File: config.mk
export PLATFORM = sky130hd
export DESIGN_NAME = execute_stage
export DESIGN_NICKNAME = d
export VERILOG_FILES = /design/src/rtl/execute_stage.sv
export SDC_FILE = /design/constraint.sdc
export NUM_CORES = 1
export LEC_CHECK = 0
export ABC_AREA = 1
export CAP_MARGIN = 20
export CORE_MARGIN = 2
export CORE_UTILIZATION = 35
export DETAILED_ROUTE_END_ITERATION = 7
export SYNTH_ARGS = -nofsm -noshare
export SYNTH_HDL_FRONTEND = slang
export SYNTH_SLANG_ARGS = --single-unit
export TNS_END_PERCENT = 50
File: constraint.sdc
create_clock -name clk -period 7.6 [get_ports clk]
set_input_delay 2.28 -clock clk [delete_from_list [all_inputs] [get_ports clk]]
set_output_delay 2.28 -clock clk [all_outputs]
set_load 0.05 [all_outputs]
File: src/rtl/execute_stage.sv
// EX stage: forwarded ALU/address datapath plus NVZ flags and a DW-cycle shift-add multiplier.
// Single-cycle ops register one edge after sampling; a MUL raises oStall for DW cycles and emits bubbles until it retires.
module execute_stage #(
  parameter int DW     = 16,
  parameter int FWD_EN = 1
) (
  input  logic          clk,
  input  logic          rst_n,
  input  logic [4:0]    iOpcode,
  input  logic [DW-1:0] iImm,
  input  logic [3:0]    iSr1,
  input  logic [3:0]    iSr2,
  input  logic [DW-1:0] iData1,
  input  logic [DW-1:0] iData2,
  input  logic          iAlutoReg,
  input  logic          iMemtoReg,
  input  logic          iBustoReg,
  input  logic          iALUSrc,
  input  logic          iMemRead,
  input  logic          iMemWrite,
  input  logic          iBusWrite,
  input  logic [3:0]    iWriteBackAddr,
  input  logic          iWbEn,
  input  logic [3:0]    iWbAddr,
  input  logic [DW-1:0] iWbData,
  output logic [DW-1:0] oResult,
  output logic [DW-1:0] oStoreData,
  output logic          oAlutoReg,
  output logic          oMemtoReg,
  output logic          oBustoReg,
  output logic          oMemRead,
  output logic          oMemWrite,
  output logic          oBusWrite,
  output logic [3:0]    oWriteBackAddr,
  output logic [2:0]    oNVZ,
  output logic          oStall
);

  localparam int CW = $clog2(DW + 1);

  localparam logic [4:0] OP_ADD  = 5'b00000;
  localparam logic [4:0] OP_SUB  = 5'b00001;
  localparam logic [4:0] OP_AND  = 5'b00010;
  localparam logic [4:0] OP_OR   = 5'b00011;
  localparam logic [4:0] OP_XOR  = 5'b00100;
  localparam logic [4:0] OP_SLL  = 5'b00110;
  localparam logic [4:0] OP_IMML = 5'b01000;
  localparam logic [4:0] OP_IMMH = 5'b01001;
  localparam logic [4:0] OP_LD   = 5'b01010;
  localparam logic [4:0] OP_ST   = 5'b01011;
  localparam logic [4:0] OP_DLD  = 5'b01100;
  localparam logic [4:0] OP_DST  = 5'b01101;
  localparam logic [4:0] OP_MUL  = 5'b01110;
  localparam logic [4:0] OP_SRA  = 5'b01111;

  typedef enum logic {S_IDLE = 1'b0, S_BUSY = 1'b1} state_t;

  state_t r_state, w_state_nxt;

  logic [DW-1:0]   r_result, r_store;
  logic [5:0]      r_ctrl;
  logic [3:0]      r_wba;
  logic [2:0]      r_nvz;
  logic [2*DW-1:0] r_acc, r_mcand;
  logic [DW-1:0]   r_mplier;
  logic [CW-1:0]   r_cnt;
  logic [3:0]      r_mdest;

  logic [DW-1:0]   w_a, w_fwd_b, w_b, w_alu, w_add, w_sub;
  logic            w_flag_upd, w_v, w_mul_start;
  logic [2*DW-1:0] w_prod;
  logic [DW-1:0]   w_result_nxt, w_store_nxt;
  logic [5:0]      w_ctrl_nxt;
  logic [3:0]      w_wba_nxt;
  logic [2:0]      w_nvz_nxt;

  // EX/MEM result wins over writeback; tag 0 is the hardwired zero register.
  function automatic logic [DW-1:0] f_fwd(input logic [3:0] tag, input logic [DW-1:0] dat,
                                          input logic exm_en, input logic [3:0] exm_addr,
                                          input logic [DW-1:0] exm_dat, input logic wb_en,
                                          input logic [3:0] wb_addr, input logic [DW-1:0] wb_dat);
    logic [DW-1:0] v;
    v = dat;
    if (FWD_EN != 0 && tag != 4'd0) begin
      if (exm_en && tag == exm_addr)     v = exm_dat;
      else if (wb_en && tag == wb_addr)  v = wb_dat;
    end
    return v;
  endfunction

  always_comb begin
    w_a     = f_fwd(iSr1, iData1, r_ctrl[5], r_wba, r_result, iWbEn, iWbAddr, iWbData);
    w_fwd_b = f_fwd(iSr2, iData2, r_ctrl[5], r_wba, r_result, iWbEn, iWbAddr, iWbData);
    w_b     = iALUSrc ? iImm : w_fwd_b;
    w_add   = w_a + w_b;
    w_sub   = w_a - w_b;
  end

  always_comb begin
    w_alu      = '0;
    w_flag_upd = 1'b0;
    w_v        = 1'b0;
    case (iOpcode)
      OP_ADD: begin
        w_alu      = w_add;
        w_flag_upd = 1'b1;
        w_v        = (w_a[DW-1] == w_b[DW-1]) && (w_add[DW-1] != w_a[DW-1]);
      end
      OP_SUB: begin
        w_alu      = w_sub;
        w_flag_upd = 1'b1;
        w_v        = (w_a[DW-1] != w_b[DW-1]) && (w_sub[DW-1] != w_a[DW-1]);
      end
      OP_AND: begin w_alu = w_a & w_b; w_flag_upd = 1'b1; end
      OP_OR:  begin w_alu = w_a | w_b; w_flag_upd = 1'b1; end
      OP_XOR: begin w_alu = w_a ^ w_b; w_flag_upd = 1'b1; end
      OP_SLL: begin w_alu = w_a << w_b[3:0]; w_flag_upd = 1'b1; end
      OP_SRA: begin w_alu = DW'($signed(w_a) >>> w_b[3:0]); w_flag_upd = 1'b1; end
      OP_IMML: w_alu = {w_a[DW-1:8], iImm[7:0]};
      OP_IMMH: w_alu[15:0] = {iImm[7:0], w_a[7:0]};
      OP_LD, OP_ST, OP_DLD, OP_DST: w_alu = w_add;
      default: w_alu = '0;
    endcase
  end

  assign w_prod = r_acc + (r_mplier[0] ? r_mcand : '0);

  always_ff @(posedge clk or negedge rst_n) begin
    if (!rst_n) r_state <= S_IDLE;
    else        r_state <= w_state_nxt;
  end

  always_comb begin
    w_state_nxt  = r_state;
    w_mul_start  = 1'b0;
    w_result_nxt = '0;
    w_store_nxt  = '0;
    w_ctrl_nxt   = '0;
    w_wba_nxt    = '0;
    w_nvz_nxt    = r_nvz;
    case (r_state)
      S_IDLE: begin
        if (iOpcode == OP_MUL) begin
          w_state_nxt = S_BUSY;
          w_mul_start = 1'b1;
        end else begin
          w_result_nxt = w_alu;
          w_store_nxt  = w_fwd_b;
          w_ctrl_nxt   = {iAlutoReg, iMemtoReg, iBustoReg, iMemRead, iMemWrite, iBusWrite};
          w_wba_nxt    = iWriteBackAddr;
          if (w_flag_upd) w_nvz_nxt = {w_alu[DW-1], w_v, (w_alu == '0)};
        end
      end
      S_BUSY: begin
        if (r_cnt == CW'(1)) begin
          w_state_nxt  = S_IDLE;
          w_result_nxt = w_prod[DW-1:0];
          w_ctrl_nxt   = 6'b100000;
          w_wba_nxt    = r_mdest;
          w_nvz_nxt    = {w_prod[DW-1], |w_prod[2*DW-1:DW], (w_prod[DW-1:0] == '0)};
        end
      end
      default: w_state_nxt = S_IDLE;
    endcase
  end

  always_ff @(posedge clk or negedge rst_n) begin
    if (!rst_n) begin
      r_result <= '0;
      r_store  <= '0;
      r_ctrl   <= '0;
      r_wba    <= '0;
      r_nvz    <= '0;
    end else begin
      r_result <= w_result_nxt;
      r_store  <= w_store_nxt;
      r_ctrl   <= w_ctrl_nxt;
      r_wba    <= w_wba_nxt;
      r_nvz    <= w_nvz_nxt;
    end
  end

  // Multiplicand shifts left while multiplier shifts right; one partial product per cycle.
  always_ff @(posedge clk or negedge rst_n) begin
    if (!rst_n) begin
      r_acc    <= '0;
      r_mcand  <= '0;
      r_mplier <= '0;
      r_cnt    <= '0;
      r_mdest  <= '0;
    end else if (w_mul_start) begin
      r_acc    <= '0;
      r_mcand  <= {{DW{1'b0}}, w_a};
      r_mplier <= w_b;
      r_cnt    <= CW'(DW);
      r_mdest  <= iWriteBackAddr;
    end else if (r_state == S_BUSY) begin
      r_acc    <= w_prod;
      r_mcand  <= r_mcand << 1;
      r_mplier <= r_mplier >> 1;
      r_cnt    <= r_cnt - CW'(1);
    end
  end

  assign oResult        = r_result;
  assign oStoreData     = r_store;
  assign oAlutoReg      = r_ctrl[5];
  assign oMemtoReg      = r_ctrl[4];
  assign oBustoReg      = r_ctrl[3];
  assign oMemRead       = r_ctrl[2];
  assign oMemWrite      = r_ctrl[1];
  assign oBusWrite      = r_ctrl[0];
  assign oWriteBackAddr = r_wba;
  assign oNVZ           = r_nvz;
  assign oStall         = (r_state == S_BUSY);

endmodule

# == Yosys cells after proc, flatten, opt, wreduce, memory -nomap -nowiden ==
# Cells that the tools add are included.
# totals
ff_bits,135
input_bits,95
out_inout_bits,46
elab_cells,100
# op_classes
addsub,4
eq_ne,25
shifts,2
muxes,38
n_bitwise,4
reduce_logical,16
# op_table
op,n
2-to-1 mux 16 bit,13
2-to-1 mux 32 bit,5
one-hot mux 16 bit (9 select lines),1
equality test 5 x 4 -> 1 bit (second input constant),8
adder 32 bit,1
logical NOT 16 bit,2
one-hot mux 16 bit (2 select lines),1
adder 16 bit,1
AND 16 bit,1
equality test 4 bit,4
OR 16 bit,1
OR reduction 16 bit,1
<< shifter 16 x 4 -> 16 bit,1
>>> shifter 16 x 4 -> 16 bit,1
subtractor 16 bit,1
bitwise XOR 16 bit,1
2-to-1 mux 6 bit,2
one-hot mux 6 bit (2 select lines),1
equality test 5 x 1 -> 1 bit (second input constant),2
equality test 5 x 2 -> 1 bit (second input constant),2
equality test 5 x 3 -> 1 bit (second input constant),2
2-to-1 mux 5 bit,2
2-to-1 mux 3 bit,3
2-to-1 mux 4 bit,2
other kinds (17),30

# == Longest topological paths before layout ==
# depth
depth_word,13
depth_mapped,30
depth_no_buf,29

# == Least setup slack after synthesis ==
# Ideal clock, no wire load.
# synth_timing
kind,input to register
start,input iSr2[0]
end,"register r_nvz[0], in the netlist oNVZ[0]"
setup_ns,0.073
arrival_time_ns,5.426
required_time_ns,7.527
path_slack_ns,2.100
path_stages,28
n_path_buf,3
cell_sequence,inv_2 nand2_1 nand2_1 nor2_1 nand3_2 buf_6 clkbuf_1 o21ai_0 o211ai_1 o21ai_0 o21ai_0 inv_1 ha_1 clkbuf_1 inv_1 o21ai_0 a21oi_1 o21ai_0 a21oi_1 nand2_1 nand2_1 nand3_1 nand2_1 clkinv_1 nand2_1 nor3_2 nand2_1 a21oi_2
# synth_via
elab_chain_cells,12
elab_cells_between_ends,21
classes_between,2 x add/sub; 2 x eq/ne; 2 x shift; 8 x mux; 3 x bitwise; 4 x reduce/logical
# synth_rtl
element,line_no,rtl
from (decl),12,"input logic [3:0] iSr2,"
equality test 4 bit,86,else if (wb_en && tag == wb_addr) v = wb_dat;
logical AND 1 bit,86,
2-to-1 mux 16 bit,86,
2-to-1 mux 16 bit,85,if (exm_en && tag == exm_addr) v = exm_dat;
2-to-1 mux 16 bit (*),84,if (FWD_EN != 0 && tag != 4'd0) begin
2-to-1 mux 16 bit (*),94,w_b = iALUSrc ? iImm : w_fwd_b;
adder 16 bit (tied with other cells),95,w_add = w_a + w_b;
one-hot mux 16 bit (9 select lines) (*),103,case (iOpcode)
logical NOT 16 bit (*),151,"if (w_flag_upd) w_nvz_nxt = {w_alu[DW-1], w_v, (w_alu == '0)};"
2-to-1 mux 3 bit (*),151,
2-to-1 mux 3 bit (*),143,if (iOpcode == OP_MUL) begin
one-hot mux 3 bit (2 select lines) (*),141,case (r_state)
to (signal assigned),179,r_nvz <= w_nvz_nxt;
to (decl),63,logic [2:0] r_nvz;
# Every way passes the cells marked *; elsewhere a longest branch is shown, timed or not. The select of a mux whose other input is x is not followed.
# A chain may end at the register's enable or synchronous reset.

# == Worst setup path after layout ==
# Same ends and word-level chain as after synthesis.

==> summary.md <==
| Metric | Value |
|---|---|
| Outcome | finished, final reports clean |
| Crit Reg-Reg Startpoint | oWriteBackAddr[1] |
| Critical Path RT | 7.97 ns |
| Worst-Skew Late Latency | 0.43 ns |
| Row cnt | 69 |
| DIE WIDTH | approximately 190 um |
| GP Congestion | approximately 1.0 |
| Initial Utilization | around 36% |
| Die ar. | around 38000 um^2 |
| Period utilization | between 80% and 90% |
| Worst Setup SP | iSr2[0] |
| Fin. Hold Viols | 0 |
| Number of global-route vias before repair | 13420 |
| Area leader, netlist | dfrtp_1 |
| Post-CTS Setup Inserts | 0 |
| DR pass1 iterations | 6 |
| Final Setup Violations | 0 |
| Fraction of registers with async set/reset | 100.0% |
| First-pass GRT wire length | between 70000 and 80000 um |
| Total gr overflow | 0 |
| Most frequent cells in the layout | nand2_1, inv_1, nand3_1, nor2_1, clkdlybuf4s50_1 |
| Via count | between 10000 and 15000 |
| Hpwl dp | 40800 um |
| Kind of critical path | primary input to flip-flop |
| Max-cap violations | 0 |
| Chip height | ~190 um |
| RSZ-0062 raised after global routing | no |
| Post-synth top area share | between 20% and 30% |
| TritonCTS buffer count | 17 |
| Post-CTS Hold Fix Bufs | 0 |
| Mapped Cells | 1945 |
| Filler cells | 3758 |
| Maximum clock frequency | around 150 MHz |
| Drt wl/cell | approximately 20 um |
| Avg Cell Area, Syn | roughly 6.5 um^2 |
| CTS Buffer Depth | 2 |
| DRT iter0 DRCs | between 1000 and 1500 |
| Maximum fanout along the worst path | 14 |
| HP Start | r_mcand[31] |
| Synthesized Nets | roughly 2100 |
| I/O pin count | approximately 140 |
| Clock skew | 0.007898 ns |
| CTS tree | yes |
| Routed Antenna Nets | 0 |
| Root buffer cell | clkbuf_16 |
| Number of port buffers | 140 |
| Worst Max-Slew Pin Slew | 0.9918 ns |
| Max rail drop VDD | between 0.2 and 0.25 mV |
| Startpoint class of the critical path | primary input |
| Cell depth of the worst flop-to-flop path | 25 |
| Top post-synthesis cells by area | dfrtp_1, nand2_1, nand3_1, ha_1, inv_1 |
| Share of cells above drive strength 1 | under 10% |
| Layout area overhead | 19.81% |
| Clock sink count | between 100 and 150 |
| Power per cell area | 274.9 nW/um^2 |
| Number of distinct library cells after synthesis | 54 |
| Core Box Area | between 30000 and 40000 um^2 |
| Hold Path Stages | 2 |
| Tmin final | 6.696 ns |
| Final #Nets | between 2000 and 2500 |
| Setup ws final | 0.9038 ns |
| Seq/Total Area, Yosys | 26.70% |
| Synth Register Bits | roughly 140 |
| DP Worst Slack | ~0.58 ns |
| Most common cell after layout, fill and taps aside | nand2_1 |
| Commonest register cell after synthesis | dfrtp_1 |
| Warnings from Yosys | 0 |
| Setup crit end kind | flip-flop |
| Worst-path clk slew | about 0.060 ns |
| Rel. slew slack | around 34% |
| Hold Path Class | flip-flop to flip-flop |
| Mapped Area | between 10000 and 15000 um^2 |
| Number of synthesized flops with an enable pin | 0 |
| Final slew viol count | 0 |
| Vias/cell | 5.475 |
| Pleak | ~7.5 nW |
| Post-cts resize count | 0 |
| DRC | 0 |
| Drt total wl | 51250 um |
| Largest net degree at the start of global routing | 81 |
| H-tree levels | 4 |
| TNS Setup | 0 ns |
| # diodes | 0 |
| Total power | 4.166 mW |
| GRT Overall Usage | 26.77% |
| CP arrival | between 7 and 8 ns |
| Initial antenna violation count | 0 |
==> registers in the layout, indices dropped and copies added, names as in the netlist <==
signal,cells
oNVZ,3
oWriteBackAddr,4
r_mdest,4
r_ctrl,6
r_mcand,32
r_acc,32
oStoreData,16
r_mplier,16
oStall,1
oResult,16
r_cnt,5
==> per-stage QoR <==
stage	cell area, um^2	std cells	utilization, %	hold WS (ns)
6_report	15160	2536	42.61	0.4838
5_1_grt	15160	2536	42.61	0.5000
4_1_cts	15110	2534	42.48	0.4853
3_5_place_dp	14500	2502	40.77	0.4734
3_3_place_gp	14500	2502	40.77	0.4669
2_1_floorplan	12650	1945	-	0.4525
==> routing by layer <==
| metal | part of all wire [%] | global-route usage, % | vias to the layer above | wire [um] |
|---|---|---|---|---|
| li1 | - | - | 6646 | - |
| met1 | 44 | 36.26 | 6528 | 22530 |
| met2 | 44 | 42.23 | 621 | 22520 |
| met3 | 7.7 | 4.279 | 89 | 3968 |
| met4 | 4.4 | 11.42 | 0 | 2230 |
| met5 | 0 | 0 | - | 0 |
==> critical path, cell delays in order <==
cell	delay, ns
clkdlybuf4s50_1	0.54
inv_2	0.06
nand2_1	0.06
nand2_1	0.05
nor2_1	0.11
nand3_2	0.25
nand2_2	0.16
nand2_4	0.07
inv_2	0.16
o21ai_0	0.24
o21ai_0	0.60
inv_1	0.17
ha_1	0.43
inv_1	0.18
a21oi_1	0.25
o21a_1	0.23
o21ai_0	0.11
a21boi_0	0.25
nand3_1	0.11
nand3_1	0.10
nand3_1	0.14
nor2_1	0.13
nand2_1	0.06
nor2_1	0.11
nand2_1	0.07
a21oi_2	0.10
==> Yosys cell counts, types with 8 or more instances <==
library cell / number
buf_6: 8
nor2_4: 8
a221oi_1: 8
a21oi_1: 80
inv_1: 270
o221ai_1: 33
o21ai_0: 136
a21boi_1: 9
o21a_1: 9
a211oi_1: 8
nor2_2: 12
xor2_1: 15
nand4_1: 14
nor2_1: 201
dfrtp_1: 135
nand2_2: 9
nand3_1: 206
xnor2_1: 17
inv_2: 12
ha_1: 81
nand2_1: 454
o211ai_1: 14
o22ai_1: 38
nor3_1: 12
or2_2: 8
a21boi_0: 9
o21ai_1: 13
clkbuf_1: 56
==> worst paths after layout <==
path | endpoint | slack (ns)
hold reg to reg | r_mcand[31] | 0.48
setup reg to reg | oNVZ[0] | 2.86
min in group asynchronous | r_acc[24] | 1.87
hold / removal | r_mcand[31] | 0.48
max in group asynchronous | r_acc[13] | 4.54
setup / recovery | oNVZ[0] | 0.90
==> cell type report <==
class | instances | area, um^2 | area share, %
repair buffers | 177 | 1713 | 11.30
well taps | 461 | 576.8 | 3.806
flip-flops and latches | 135 | 3378 | 22.29
clock buffers | 22 | 464.2 | 3.063
multi-input cells | 1446 | 7810 | 51.53
clock inverters | 10 | 145.1 | 0.9576
inverters | 285 | 1070 | 7.058
==> logic make-up after synthesis <==
group	count (synthesis)	share of synthesized area, %
AO/OA/AOI/OAI	384	18.41
XOR/XNOR	32	2.215
adder cells (fa/ha/maj)	82	8.169
buffers and inverters	364	11.65
flip-flops	135	26.70
AND/OR/NAND/NOR	948	32.86
==> power breakdown <==
group,internal [mW],switching [mW],leakage (nW)
registers,0.957,0.150,1.78
clock network,0.535,0.332,0.291
logic,0.683,1.51,5.43
Power figures use the tool's default switching activity.
